### config.mk
export PLATFORM = sky130hd
export DESIGN_NAME = trap_ctrl_flat
export DESIGN_NICKNAME = d
export VERILOG_FILES = /design/src/rtl/trap_ctrl_if.sv /design/src/rtl/trap_ctrl.sv /design/src/flat_wrapper.sv
export SDC_FILE = /design/constraint.sdc
export NUM_CORES = 1
export LEC_CHECK = 0
export ABC_AREA = 1
export CAP_MARGIN = 20
export CORE_MARGIN = 8
export CORE_UTILIZATION = 48
export CTS_CLUSTER_SIZE = 14
export DETAILED_ROUTE_END_ITERATION = 8
export GPL_TIMING_DRIVEN = 0
export PLACE_DENSITY = 0.95
export SYNTH_ARGS = -nofsm -noshare
export SYNTH_HDL_FRONTEND = slang
export SYNTH_SLANG_ARGS = --single-unit
### constraint.sdc
create_clock -name clk_i -period 5.6 [get_ports clk_i]
set_input_delay 1.12 -clock clk_i [delete_from_list [all_inputs] [get_ports clk_i]]
set_output_delay 1.12 -clock clk_i [all_outputs]
set_load 0.02 [all_outputs]
### src/rtl/trap_ctrl_if.sv
// CSR write-port bundle shared by the WB stage, the trap sequencer and the CSR file.
// The WB side raises a write request; the sequencer forwards it or substitutes its own writes.
interface trap_ctrl_if #(
    parameter int DATA_WIDTH = 32,
    parameter int ADDR_WIDTH = 12
);
    logic                  wb_we_i;
    logic [ADDR_WIDTH-1:0] wb_waddr_i;
    logic [DATA_WIDTH-1:0] wb_wdata_i;
    logic                  csr_we_o;
    logic [ADDR_WIDTH-1:0] csr_waddr_o;
    logic [DATA_WIDTH-1:0] csr_wdata_o;

    // Pipeline / CSR-file side: issues WB requests, observes the arbitrated port.
    modport master (
        output wb_we_i, wb_waddr_i, wb_wdata_i,
        input  csr_we_o, csr_waddr_o, csr_wdata_o
    );

    // Trap sequencer side: accepts WB requests, drives the arbitrated port.
    modport slave (
        input  wb_we_i, wb_waddr_i, wb_wdata_i,
        output csr_we_o, csr_waddr_o, csr_wdata_o
    );
endinterface

### src/rtl/trap_ctrl.sv
// Machine-mode trap sequencer: detects exceptions, mret and enabled interrupts on the
// EXE instruction, walks the single CSR write port through the trap-entry/return updates,
// then pulses a PC redirect. Outside a sequence the WB CSR write passes straight through.
module trap_ctrl #(
    parameter int DATA_WIDTH     = 32,
    parameter int CSR_ADDR_WIDTH = 12
) (
    input  logic                  clk_i,
    input  logic                  rst_ni,
    input  logic                  inst_valid_i,
    input  logic [DATA_WIDTH-1:0] pc_i,
    input  logic                  ecall_i,
    input  logic                  ebreak_i,
    input  logic                  illegal_i,
    input  logic                  mret_i,
    input  logic                  meip_i,
    input  logic                  mtip_i,
    input  logic                  msip_i,
    input  logic [DATA_WIDTH-1:0] mstatus_i,
    input  logic [DATA_WIDTH-1:0] mie_i,
    input  logic [DATA_WIDTH-1:0] mtvec_i,
    input  logic [DATA_WIDTH-1:0] mepc_i,
    trap_ctrl_if.slave            csr_bus,
    output logic                  flush_o,
    output logic                  busy_o,
    output logic                  redirect_o,
    output logic [DATA_WIDTH-1:0] redirect_pc_o
);

    typedef enum logic [2:0] {
        S_IDLE,
        S_WR_MEPC,
        S_WR_MCAUSE,
        S_WR_MSTATUS,
        S_MRET_MSTATUS,
        S_REDIRECT
    } state_t;

    localparam logic [CSR_ADDR_WIDTH-1:0] A_MSTATUS = CSR_ADDR_WIDTH'(12'h300);
    localparam logic [CSR_ADDR_WIDTH-1:0] A_MTVEC   = CSR_ADDR_WIDTH'(12'h305);
    localparam logic [CSR_ADDR_WIDTH-1:0] A_MEPC    = CSR_ADDR_WIDTH'(12'h341);
    localparam logic [CSR_ADDR_WIDTH-1:0] A_MCAUSE  = CSR_ADDR_WIDTH'(12'h342);

    localparam logic [DATA_WIDTH-1:0] C_IRQ_BIT = DATA_WIDTH'(1) << (DATA_WIDTH - 1);
    localparam logic [DATA_WIDTH-1:0] C_ILLEGAL = DATA_WIDTH'(2);
    localparam logic [DATA_WIDTH-1:0] C_EBREAK  = DATA_WIDTH'(3);
    localparam logic [DATA_WIDTH-1:0] C_ECALL   = DATA_WIDTH'(11);
    localparam logic [DATA_WIDTH-1:0] C_MEI     = C_IRQ_BIT | DATA_WIDTH'(11);
    localparam logic [DATA_WIDTH-1:0] C_MSI     = C_IRQ_BIT | DATA_WIDTH'(3);
    localparam logic [DATA_WIDTH-1:0] C_MTI     = C_IRQ_BIT | DATA_WIDTH'(7);

    state_t                  r_state;
    state_t                  w_state_next;
    logic [DATA_WIDTH-1:0]   r_pc;
    logic [DATA_WIDTH-1:0]   r_cause;
    logic [DATA_WIDTH-1:0]   r_mstatus;   // already-updated mstatus value to write
    logic [DATA_WIDTH-1:0]   r_target;    // redirect target resolved at detect

    logic [DATA_WIDTH-1:0]   w_eff_mstatus;
    logic [DATA_WIDTH-1:0]   w_eff_mtvec;
    logic [DATA_WIDTH-1:0]   w_eff_mepc;
    logic                    w_exc;
    logic                    w_irq_ext;
    logic                    w_irq_sw;
    logic                    w_irq_tm;
    logic                    w_take_irq;
    logic                    w_detect_trap;
    logic                    w_detect_mret;
    logic [DATA_WIDTH-1:0]   w_cause;
    logic [DATA_WIDTH-1:0]   w_trap_ms;
    logic [DATA_WIDTH-1:0]   w_mret_ms;
    logic [DATA_WIDTH-1:0]   w_base;
    logic [DATA_WIDTH-1:0]   w_vec_off;
    logic [DATA_WIDTH-1:0]   w_trap_target;
    logic                    w_we;
    logic [CSR_ADDR_WIDTH-1:0] w_waddr;
    logic [DATA_WIDTH-1:0]   w_wdata;
    logic                    w_flush;
    logic                    w_busy;
    logic                    w_redirect;
    logic                    w_unused;

    // A WB write in the detect cycle belongs to an older instruction, so its value wins.
    assign w_eff_mstatus = (csr_bus.wb_we_i && csr_bus.wb_waddr_i == A_MSTATUS) ? csr_bus.wb_wdata_i : mstatus_i;
    assign w_eff_mtvec   = (csr_bus.wb_we_i && csr_bus.wb_waddr_i == A_MTVEC)   ? csr_bus.wb_wdata_i : mtvec_i;
    assign w_eff_mepc    = (csr_bus.wb_we_i && csr_bus.wb_waddr_i == A_MEPC)    ? csr_bus.wb_wdata_i : mepc_i;

    assign w_exc      = illegal_i | ebreak_i | ecall_i;
    assign w_irq_ext  = meip_i & mie_i[11];
    assign w_irq_sw   = msip_i & mie_i[3];
    assign w_irq_tm   = mtip_i & mie_i[7];
    assign w_take_irq = w_eff_mstatus[3] & (w_irq_ext | w_irq_sw | w_irq_tm);

    assign w_detect_trap = inst_valid_i & (w_exc | (~mret_i & w_take_irq));
    assign w_detect_mret = inst_valid_i & ~w_exc & mret_i;

    // Cause selection in fixed priority: exceptions before interrupts, MEI > MSI > MTI.
    always_comb begin
        w_cause = C_MTI;
        if (illegal_i)      w_cause = C_ILLEGAL;
        else if (ebreak_i)  w_cause = C_EBREAK;
        else if (ecall_i)   w_cause = C_ECALL;
        else if (w_irq_ext) w_cause = C_MEI;
        else if (w_irq_sw)  w_cause = C_MSI;
    end

    // Trap-entry and trap-return mstatus images, computed from the effective mstatus.
    always_comb begin
        w_trap_ms        = w_eff_mstatus;
        w_trap_ms[7]     = w_eff_mstatus[3];
        w_trap_ms[3]     = 1'b0;
        w_trap_ms[12:11] = 2'b11;
        w_mret_ms        = w_eff_mstatus;
        w_mret_ms[3]     = w_eff_mstatus[7];
        w_mret_ms[7]     = 1'b1;
        w_mret_ms[12:11] = 2'b11;
    end

    // Vectored mode only applies to interrupts; modes 2/3 fall back to direct.
    assign w_base        = {w_eff_mtvec[DATA_WIDTH-1:2], 2'b00};
    assign w_vec_off     = {w_cause[DATA_WIDTH-3:0], 2'b00};
    assign w_trap_target = (~w_exc && w_eff_mtvec[1:0] == 2'b01) ? (w_base + w_vec_off) : w_base;

    // State register; async reset abandons any sequence in flight.
    always_ff @(posedge clk_i or negedge rst_ni) begin
        if (!rst_ni) r_state <= S_IDLE;
        else         r_state <= w_state_next;
    end

    // Capture everything the sequence needs at the detect cycle.
    always_ff @(posedge clk_i or negedge rst_ni) begin
        if (!rst_ni) begin
            r_pc      <= '0;
            r_cause   <= '0;
            r_mstatus <= '0;
            r_target  <= '0;
        end else if (r_state == S_IDLE) begin
            if (w_detect_trap) begin
                r_pc      <= pc_i;
                r_cause   <= w_cause;
                r_mstatus <= w_trap_ms;
                r_target  <= w_trap_target;
            end else if (w_detect_mret) begin
                r_mstatus <= w_mret_ms;
                r_target  <= {w_eff_mepc[DATA_WIDTH-1:2], 2'b00};
            end
        end
    end

    // Next state and write-port ownership: WB in IDLE, the sequencer everywhere else.
    always_comb begin
        w_state_next = r_state;
        w_we         = 1'b0;
        w_waddr      = csr_bus.wb_waddr_i;
        w_wdata      = csr_bus.wb_wdata_i;
        w_flush      = 1'b0;
        w_busy       = 1'b1;
        w_redirect   = 1'b0;
        case (r_state)
            S_IDLE: begin
                w_busy  = 1'b0;
                w_we    = csr_bus.wb_we_i;
                w_flush = w_detect_trap | w_detect_mret;
                if (w_detect_trap)      w_state_next = S_WR_MEPC;
                else if (w_detect_mret) w_state_next = S_MRET_MSTATUS;
            end
            S_WR_MEPC: begin
                w_we = 1'b1; w_waddr = A_MEPC; w_wdata = r_pc;
                w_state_next = S_WR_MCAUSE;
            end
            S_WR_MCAUSE: begin
                w_we = 1'b1; w_waddr = A_MCAUSE; w_wdata = r_cause;
                w_state_next = S_WR_MSTATUS;
            end
            S_WR_MSTATUS, S_MRET_MSTATUS: begin
                w_we = 1'b1; w_waddr = A_MSTATUS; w_wdata = r_mstatus;
                w_state_next = S_REDIRECT;
            end
            S_REDIRECT: begin
                w_redirect   = 1'b1;
                w_state_next = S_IDLE;
            end
            default: begin
                w_busy       = 1'b0;
                w_state_next = S_IDLE;
            end
        endcase
    end

    // Combinational paths out of IDLE are gated so reset forces them quiet.
    assign csr_bus.csr_we_o    = rst_ni & w_we;
    assign csr_bus.csr_waddr_o = w_waddr;
    assign csr_bus.csr_wdata_o = w_wdata;
    assign flush_o             = rst_ni & w_flush;
    assign busy_o              = w_busy;
    assign redirect_o          = w_redirect;
    assign redirect_pc_o       = w_redirect ? r_target : '0;

    assign w_unused = ^{mie_i[DATA_WIDTH-1:12], mie_i[10:8], mie_i[6:4], mie_i[2:0],
                        w_eff_mepc[1:0], w_cause[DATA_WIDTH-1:DATA_WIDTH-2]};

endmodule

### src/flat_wrapper.sv
// flat-port wrapper written by rule: the top's interface ports become plain ports
module trap_ctrl_flat 
#(
    parameter int DATA_WIDTH     = 32,
    parameter int CSR_ADDR_WIDTH = 12
)
  (clk_i, rst_ni, inst_valid_i, pc_i, ecall_i, ebreak_i, illegal_i, mret_i, meip_i, mtip_i, msip_i, mstatus_i, mie_i, mtvec_i, mepc_i, flush_o, busy_o, redirect_o, redirect_pc_o, csr_bus_wb_we_i, csr_bus_wb_waddr_i, csr_bus_wb_wdata_i, csr_bus_csr_we_o, csr_bus_csr_waddr_o, csr_bus_csr_wdata_o);
  trap_ctrl_if #(.DATA_WIDTH(DATA_WIDTH), .ADDR_WIDTH(12)) csr_bus_i ();
  input  logic clk_i;
  input  logic rst_ni;
  input  logic inst_valid_i;
  input  logic [DATA_WIDTH-1:0] pc_i;
  input  logic ecall_i;
  input  logic ebreak_i;
  input  logic illegal_i;
  input  logic mret_i;
  input  logic meip_i;
  input  logic mtip_i;
  input  logic msip_i;
  input  logic [DATA_WIDTH-1:0] mstatus_i;
  input  logic [DATA_WIDTH-1:0] mie_i;
  input  logic [DATA_WIDTH-1:0] mtvec_i;
  input  logic [DATA_WIDTH-1:0] mepc_i;
  output logic flush_o;
  output logic busy_o;
  output logic redirect_o;
  output logic [DATA_WIDTH-1:0] redirect_pc_o;
  input wire logic [$bits(csr_bus_i.wb_we_i)-1:0] csr_bus_wb_we_i;
  input wire logic [$bits(csr_bus_i.wb_waddr_i)-1:0] csr_bus_wb_waddr_i;
  input wire logic [$bits(csr_bus_i.wb_wdata_i)-1:0] csr_bus_wb_wdata_i;
  output wire logic [$bits(csr_bus_i.csr_we_o)-1:0] csr_bus_csr_we_o;
  output wire logic [$bits(csr_bus_i.csr_waddr_o)-1:0] csr_bus_csr_waddr_o;
  output wire logic [$bits(csr_bus_i.csr_wdata_o)-1:0] csr_bus_csr_wdata_o;
  assign csr_bus_i.wb_we_i = csr_bus_wb_we_i;
  assign csr_bus_i.wb_waddr_i = csr_bus_wb_waddr_i;
  assign csr_bus_i.wb_wdata_i = csr_bus_wb_wdata_i;
  assign csr_bus_csr_we_o = csr_bus_i.csr_we_o;
  assign csr_bus_csr_waddr_o = csr_bus_i.csr_waddr_o;
  assign csr_bus_csr_wdata_o = csr_bus_i.csr_wdata_o;
  trap_ctrl #(.DATA_WIDTH(DATA_WIDTH), .CSR_ADDR_WIDTH(CSR_ADDR_WIDTH)) u_core (.clk_i(clk_i), .rst_ni(rst_ni), .inst_valid_i(inst_valid_i), .pc_i(pc_i), .ecall_i(ecall_i), .ebreak_i(ebreak_i), .illegal_i(illegal_i), .mret_i(mret_i), .meip_i(meip_i), .mtip_i(mtip_i), .msip_i(msip_i), .mstatus_i(mstatus_i), .mie_i(mie_i), .mtvec_i(mtvec_i), .mepc_i(mepc_i), .csr_bus(csr_bus_i), .flush_o(flush_o), .busy_o(busy_o), .redirect_o(redirect_o), .redirect_pc_o(redirect_pc_o));
endmodule
==> flow_summary.yaml, run 1 <==
outcome:
  status: "finished clean"
hold_path:
  min_path_type: "flop to flop"
sta:
  setup_viol: 0
  period_needed_ns: 5.37
  max_slew.worst_pin.slew_ns: 1.16
  hold_viol: 0
  rsz0062_at_grt: "false"
  fin_crit_sh: 0.959
  fin_skew_ns: 0.00379
  finalSetupTns_ns: 0
  relSlewSlack: 0.218
  slew_violations: 0
  fmax_mhz: 186
grt:
  grt_pass1_wl_um: 49900
  grt_overflow: 0
  grt_pass1_vias: 8841
  grt_max_degree: 53
  grt_use_total: 0.330
  grt_antenna_before_repair: 4
yosys:
  syn_area_per_cell_um2: 6.42
  synth_enable_flop_cells: 0
  ys_types: 45
  ys_ff_latch: 101
  yosysSeqAreaShare: 0.342
  synthArstFlopShare: 1.00
  synthFlopType: "dfrtp_1"
  syn_inst: 1152
  ys_warn_count: 0
  yosys.area.top_type_share: 0.342
  synthTopCellsByArea: "dfrtp_1 34%, nand2_1 18%, inv_1 8.2%, o21ai_0 6.6%, nor2_1 6.4%"
  syn_area_um2: 7400
  yosys.area.top_type: "dfrtp_1"
cells_and_area:
  finalInstanceArea_um2: 10600
  syn_to_final_growth_pct: 43.0
  drive_gt1_frac: 0.0763
  fillers: 1357
  multi_input_area_um2: 3910
  regArea_um2: 2530
  nets: 1643
run:
  cap_viol_max_count: 0
clock_network:
  clkSinkCount: 101
  cts.path.max_buffers: 2
  insertion_delay_ns: 0.36
  cts_root_buf: "clkbuf_16"
  cts_tree: "built"
  cts.clk_slew.worst_paths_ns: 0.07
  htreeDepth: 3
  hold_buffers: 0
  cts_setup_buffers: 0
  cts_buffers: 9
  post_cts_resized: 0
die:
  rows: 45
  core-area_um2: 15100
  io_pins: 295
  die_width_um: 140
  dieArea_um2: 19600
  start_util: 0.488
  die_h_um: 140
placed_design:
  placed_area_um2: 10300
  port_buffers: 259
  dpl.hpwl_um: 26700
  place_congestion: 1.00
worst_setup_path:
  cp_max_fo: 10
  cp.arrival_ns: 4.25
  critPathKind: "input port to output port"
  end_kind: "output port"
  critPathRequiredTime_ns: 4.48
  cp-start-kind: "input port"
pwr:
  vdd_ir_drop_max_v: 0.000459
  leakage_nw: 5.13
  power_density_nw_per_um2: 444
drt:
  drtIter0Drc: 971
  wl_met1_um: 13100
  met2_length_um: 15400
  drt_first_pass_iters: 5
  route.met3.wl_um: 2910
  wl_per_cell_um: 20.1
  final_antenna_net_count: 0
  num_vias: 8947
  drt_wl_total_um: 32600
  top_layer: "met4"
  drcViolationCount: 0
  viasPerCell: 5.52
[synth_stat cells, types with 2 or more instances]
| master | count |
|---|---|
| buf_4 | 4 |
| a221oi_1 | 2 |
| dfrtp_1 | 101 |
| nand3_1 | 48 |
| nand2_2 | 8 |
| o22ai_1 | 5 |
| a21oi_4 | 2 |
| buf_2 | 18 |
| a21oi_1 | 32 |
| buf_6 | 8 |
| or2_2 | 4 |
| o211ai_1 | 8 |
| a31oi_1 | 3 |
| nor3_1 | 9 |
| nor2_4 | 4 |
| clkbuf_1 | 27 |
| nand4_1 | 9 |
| nand2_1 | 356 |
| o21ai_0 | 98 |
| nor2_2 | 14 |
| nor4_1 | 2 |
| o221ai_1 | 25 |
| inv_2 | 9 |
| o21ai_2 | 9 |
| inv_1 | 161 |
| a21oi_2 | 3 |
| nand3_2 | 3 |
| xnor2_1 | 6 |
| buf_1 | 3 |
| xor2_1 | 4 |
| nor2_1 | 127 |
| ha_1 | 4 |
| o21ai_1 | 24 |
[metrics by stage]
| stage | worst slack [ns] | hold WS [ns] | utilization | instances | total power [mW] |
|---|---|---|---|---|---|
| 2_1_floorplan | 1.79 | 0.421 | - | 1153 | 2.69 |
| 3_3_place_gp | -1.69 | 0.445 | 0.675 | 1600 | 3.93 |
| 3_5_place_dp | 0.257 | 0.460 | 0.677 | 1601 | 3.99 |
| 4_1_cts | 0.244 | 0.476 | 0.698 | 1617 | 4.68 |
| 5_1_grt | 0.0653 | 0.501 | 0.698 | 1621 | 4.96 |
| 6_report | 0.227 | 0.479 | 0.699 | 1622 | 4.70 |
[registers in the layout, indices dropped and copies added, names as in the netlist]
| register | flops |
|---|---|
| u_core.r_cause | 5 |
| u_core.r_mstatus | 31 |
| u_core.r_pc | 32 |
| u_core.r_state | 3 |
| u_core.r_target | 30 |
[cells by family (layout without fill, tap and decap cells)]
family	count (synthesis)	count (layout)	share of synthesized area
buffers and inverters	231	507	0.131
AND/OR/NAND/NOR	590	590	0.334
flip-flops	101	101	0.342
AO/OA/AOI/OAI	215	215	0.174
adder cells (fa/ha/maj)	4	4	0.00677
XOR/XNOR	10	10	0.0118
other	1	7	0.000507
[where the power goes]
group	internal, mW	switching, mW
sequential	1.07	0.164
combinational	1.11	1.67
clock	0.368	0.318
[critical path, cell delays in order]
cell and delay, ns:
clkdlybuf4s50_1 0.50, nor3_1 0.64, nand3_1 0.37, a21oi_4 0.36, inv_2 0.14, clkbuf_1 0.32, nor2_1 0.17, clkdlybuf4s50_1 0.62
[layer usage]
layer	track usage	vias up
met1	0.413	4133
li1	-	4191
met5	0	-
met3	0.0571	91
met4	0.143	0
met2	0.548	532
[path summary, 6_finish.rpt]
kind,startpoint,endpoint,slack (ns),cells past startpoint
setup / recovery,illegal_i,flush_o,0.23,8
hold / removal,u_core.r_pc[14],u_core.r_pc[14],0.48,2
setup reg to reg,u_core.r_state[1],u_core.r_target[8],3.49,6
hold reg to reg,u_core.r_pc[14],u_core.r_pc[14],0.48,2
max in group asynchronous,rst_ni,u_core.r_pc[17],4.09,2
min in group asynchronous,rst_ni,u_core.r_target[2],0.79,1
[area by class of cell]
class                   instances  area share
plain buffers                  60      0.0305
well taps                     188      0.0222
inverters                     171      0.0609
diodes                          5     0.00118
repair buffers                260       0.247
clock buffers                  10      0.0226
clock inverters                 6     0.00709
flip-flops and latches        101       0.239
multi-input cells             821       0.369
[cell usage in the layout, fill, tap and decap left out, types with 6 or more instances in the layout]
master           Yosys  layout
nor3_1               9       9
nand4_1              9       9
xnor2_1              6       6
clkbuf_16            0       9
o211ai_1             8       8
nand2_2              8       8
inv_2                9       9
o21ai_2              9       9
clkdlybuf4s50_1      0     258
nand3_1             48      48
buf_2               18      18
o21ai_1             24      24
o221ai_1            25      25
inv_1              161     161
nor2_1             127     127
clkbuf_1            27      27
nand2_1            356     356
a21oi_1             32      32
dfrtp_1            101     101
buf_6                8       8
nor2_2              14      14
o21ai_0             98      98
Note: power is estimated with default switching activity, not from simulation.
==> inputs of run 2 (changes only) <==
Settings changed: CORE_ASPECT_RATIO from default to 1.75, CTS_CLUSTER_DIAMETER from default to 50.
==> run 2 against run 1 <==
Compared with the run above:
- register-to-register slack improved by 0.03 ns
- final area shrank 0.14%
- worst setup slack worse by 0.055 ns
- die area up 0.80%
- via count up 0.70%
- clock skew increased by 0.012 ns
- final cell count fell by 0.25%
- largest cell class unchanged
- power about the same
- largest power group unchanged
- critical path type unchanged
- clock power decreased by 5.1%
- fmax is 1.0% lower
- count of clock-buffer cells in the layout unchanged
==> flow_summary.yaml, run 2 (synthesized netlist as in run 1, its figures left out) <==
outcome:
  status: "finished clean"
worst_setup_path:
  cp-start-kind: "input port"
  cp_max_fo: 10
  max_stage_delay_ns: 0.66
  critPathRequiredTime_ns: 4.48
  cp_slowest_cell: "clkbuf_1"
  end_kind: "output port"
  critPathKind: "input port to output port"
  path_cells: "clkdlybuf4s50_1 > nor2_1 > nand2_1 > nor2_4 > nand3_2 > a21oi_1 > o21ai_1 > nand2_1 > a21oi_4 > inv_2 > clkbuf_1 > nor2_1 > clkdlybuf4s50_1"
  cp.arrival_ns: 4.31
cells_and_area:
  fillers: 1340
  reg_top3: "u_core.r_pc x32, u_core.r_mstatus x31, u_core.r_target x30"
  layout_commonest_cell: "nand2_1"
  nets: 1643
  drive_gt1_frac: 0.0763
  largest_reg_flops: 32
  syn_to_final_growth_pct: 42.8
  top_register: "u_core.r_pc"
  regArea_um2: 2530
  utilization: 0.693
  multi_input_area_um2: 3910
  layout_common_cells: "356 x nand2_1, 258 x clkdlybuf4s50_1, 161 x inv_1, 127 x nor2_1, 101 x dfrtp_1"
clock_network:
  htreeDepth: 3
  cts_setup_buffers: 0
  hold_buffers: 0
  cts.clk_slew.worst_paths_ns: 0.07
  cts_tree: "built"
  clkSinkCount: 101
  insertion_delay_ns: 0.35
  cts_root_buf: "clkbuf_16"
  cts_buffers: 9
  post_cts_resized: 0
  cts.path.max_buffers: 2
sta:
  timing.hold.ws_ns: 0.476
  fin_crit_sh: 0.969
  slew_violations: 0
  setup_viol: 0
  max_slew.worst_pin.slew_ns: 1.03
  relSlewSlack: 0.310
  fmax_mhz: 184
  period_needed_ns: 5.43
  hold_viol: 0
  rsz0062_at_grt: "false"
  fin_skew_ns: 0.0157
grt:
  grt_pass1_vias: 9381
  grt_pass1_wl_um: 51100
  grt_max_degree: 54
  grt_antenna_before_repair: 3
  grt_use_total: 0.339
  grt_overflow: 0
drt:
  wl_per_cell_um: 20.8
  num_vias: 9010
  drt_first_pass_iters: 5
  viasPerCell: 5.57
  drt_wl_total_um: 33700
  drtIter0Drc: 614
  drcViolationCount: 0
  final_antenna_net_count: 0
die:
  start_util: 0.485
  rows: 60
  core-area_um2: 15200
  die_h_um: 180
  io_pins: 295
  die_width_um: 110
  dieArea_um2: 19800
hold_path:
  min_path_type: "flop to flop"
run:
  cap_viol_max_count: 0
pwr:
  leakage_nw: 5.13
  power_density_nw_per_um2: 445
  vdd_ir_drop_max_v: 0.000426
placed_design:
  port_buffers: 259
  dpl.hpwl_um: 27200
  place_congestion: 1.01
-- run 2: cell types whose count changed in the layout (fill, tap and decap cells not counted), sizes merged --
cell	before	now
clkinv	0	4
clkinvlp	1	0
diode	5	3
bufinv	1	0
inv	175	173
-- run 2: area by class of cell --
type,count,area share
multi-input cells,821,0.370
repair buffers,260,0.248
flip-flops and latches,101,0.239
inverters,171,0.0610
plain buffers,60,0.0306
clock buffers,10,0.0226
well taps,186,0.0220
clock inverters,6,0.00639
diodes,3,0.000710
-- run 2: path summary, 6_finish.rpt --
check / startpoint / endpoint / slack, ns / depth (start not counted)
max: csr_bus_wb_waddr_i[5] / flush_o / 0.17 / 13
max reg2reg: u_core.r_state[1] / u_core.r_target[11] / 3.52 / 8
min in group asynchronous: rst_ni / u_core.r_target[27] / 0.80 / 1
max in group asynchronous: rst_ni / u_core.r_mstatus[6] / 4.04 / 2
min reg2reg: u_core.r_mstatus[12] / u_core.r_mstatus[12] / 0.48 / 1
min: u_core.r_mstatus[12] / u_core.r_mstatus[12] / 0.48 / 1
-- run 2: layer usage --
layer,track usage,vias to the layer above,routed length [um]
met5,0,-,0
met1,0.375,4114,11700
met3,0.0505,139,2850
met4,0.195,0,2110
li1,-,4193,-
met2,0.587,564,17000
-- run 2: power breakdown --
group	switching (mW)	leakage, nW	internal [mW]
registers	0.162	1.23	1.07
logic	1.71	3.75	1.11
clock network	0.324	0.149	0.327
total	2.19	5.13	2.51
-- run 2: worst max-delay path, delay by kind of cell --
family / cells / cell delay, ns
and+or+nand+nor: 6 / 0.88
buffers and inverters: 4 / 1.86
AOI/OAI and AO/OA: 3 / 0.45
-- run 2: per-stage QoR --
stage | power (mW) | TNS (ns) | setup slack, ns | instance area [um^2] | instances
global route | 4.96 | 0 | 0.0192 | 10600 | 1618
global placement | 3.96 | -57.97 | -1.80 | 10200 | 1598
finish | 4.70 | 0 | 0.171 | 10600 | 1618
floorplan | 2.69 | 0 | 1.79 | 7400 | 1153
CTS | 4.68 | 0 | 0.195 | 10600 | 1615
detailed placement | 4.02 | 0 | 0.202 | 10300 | 1599
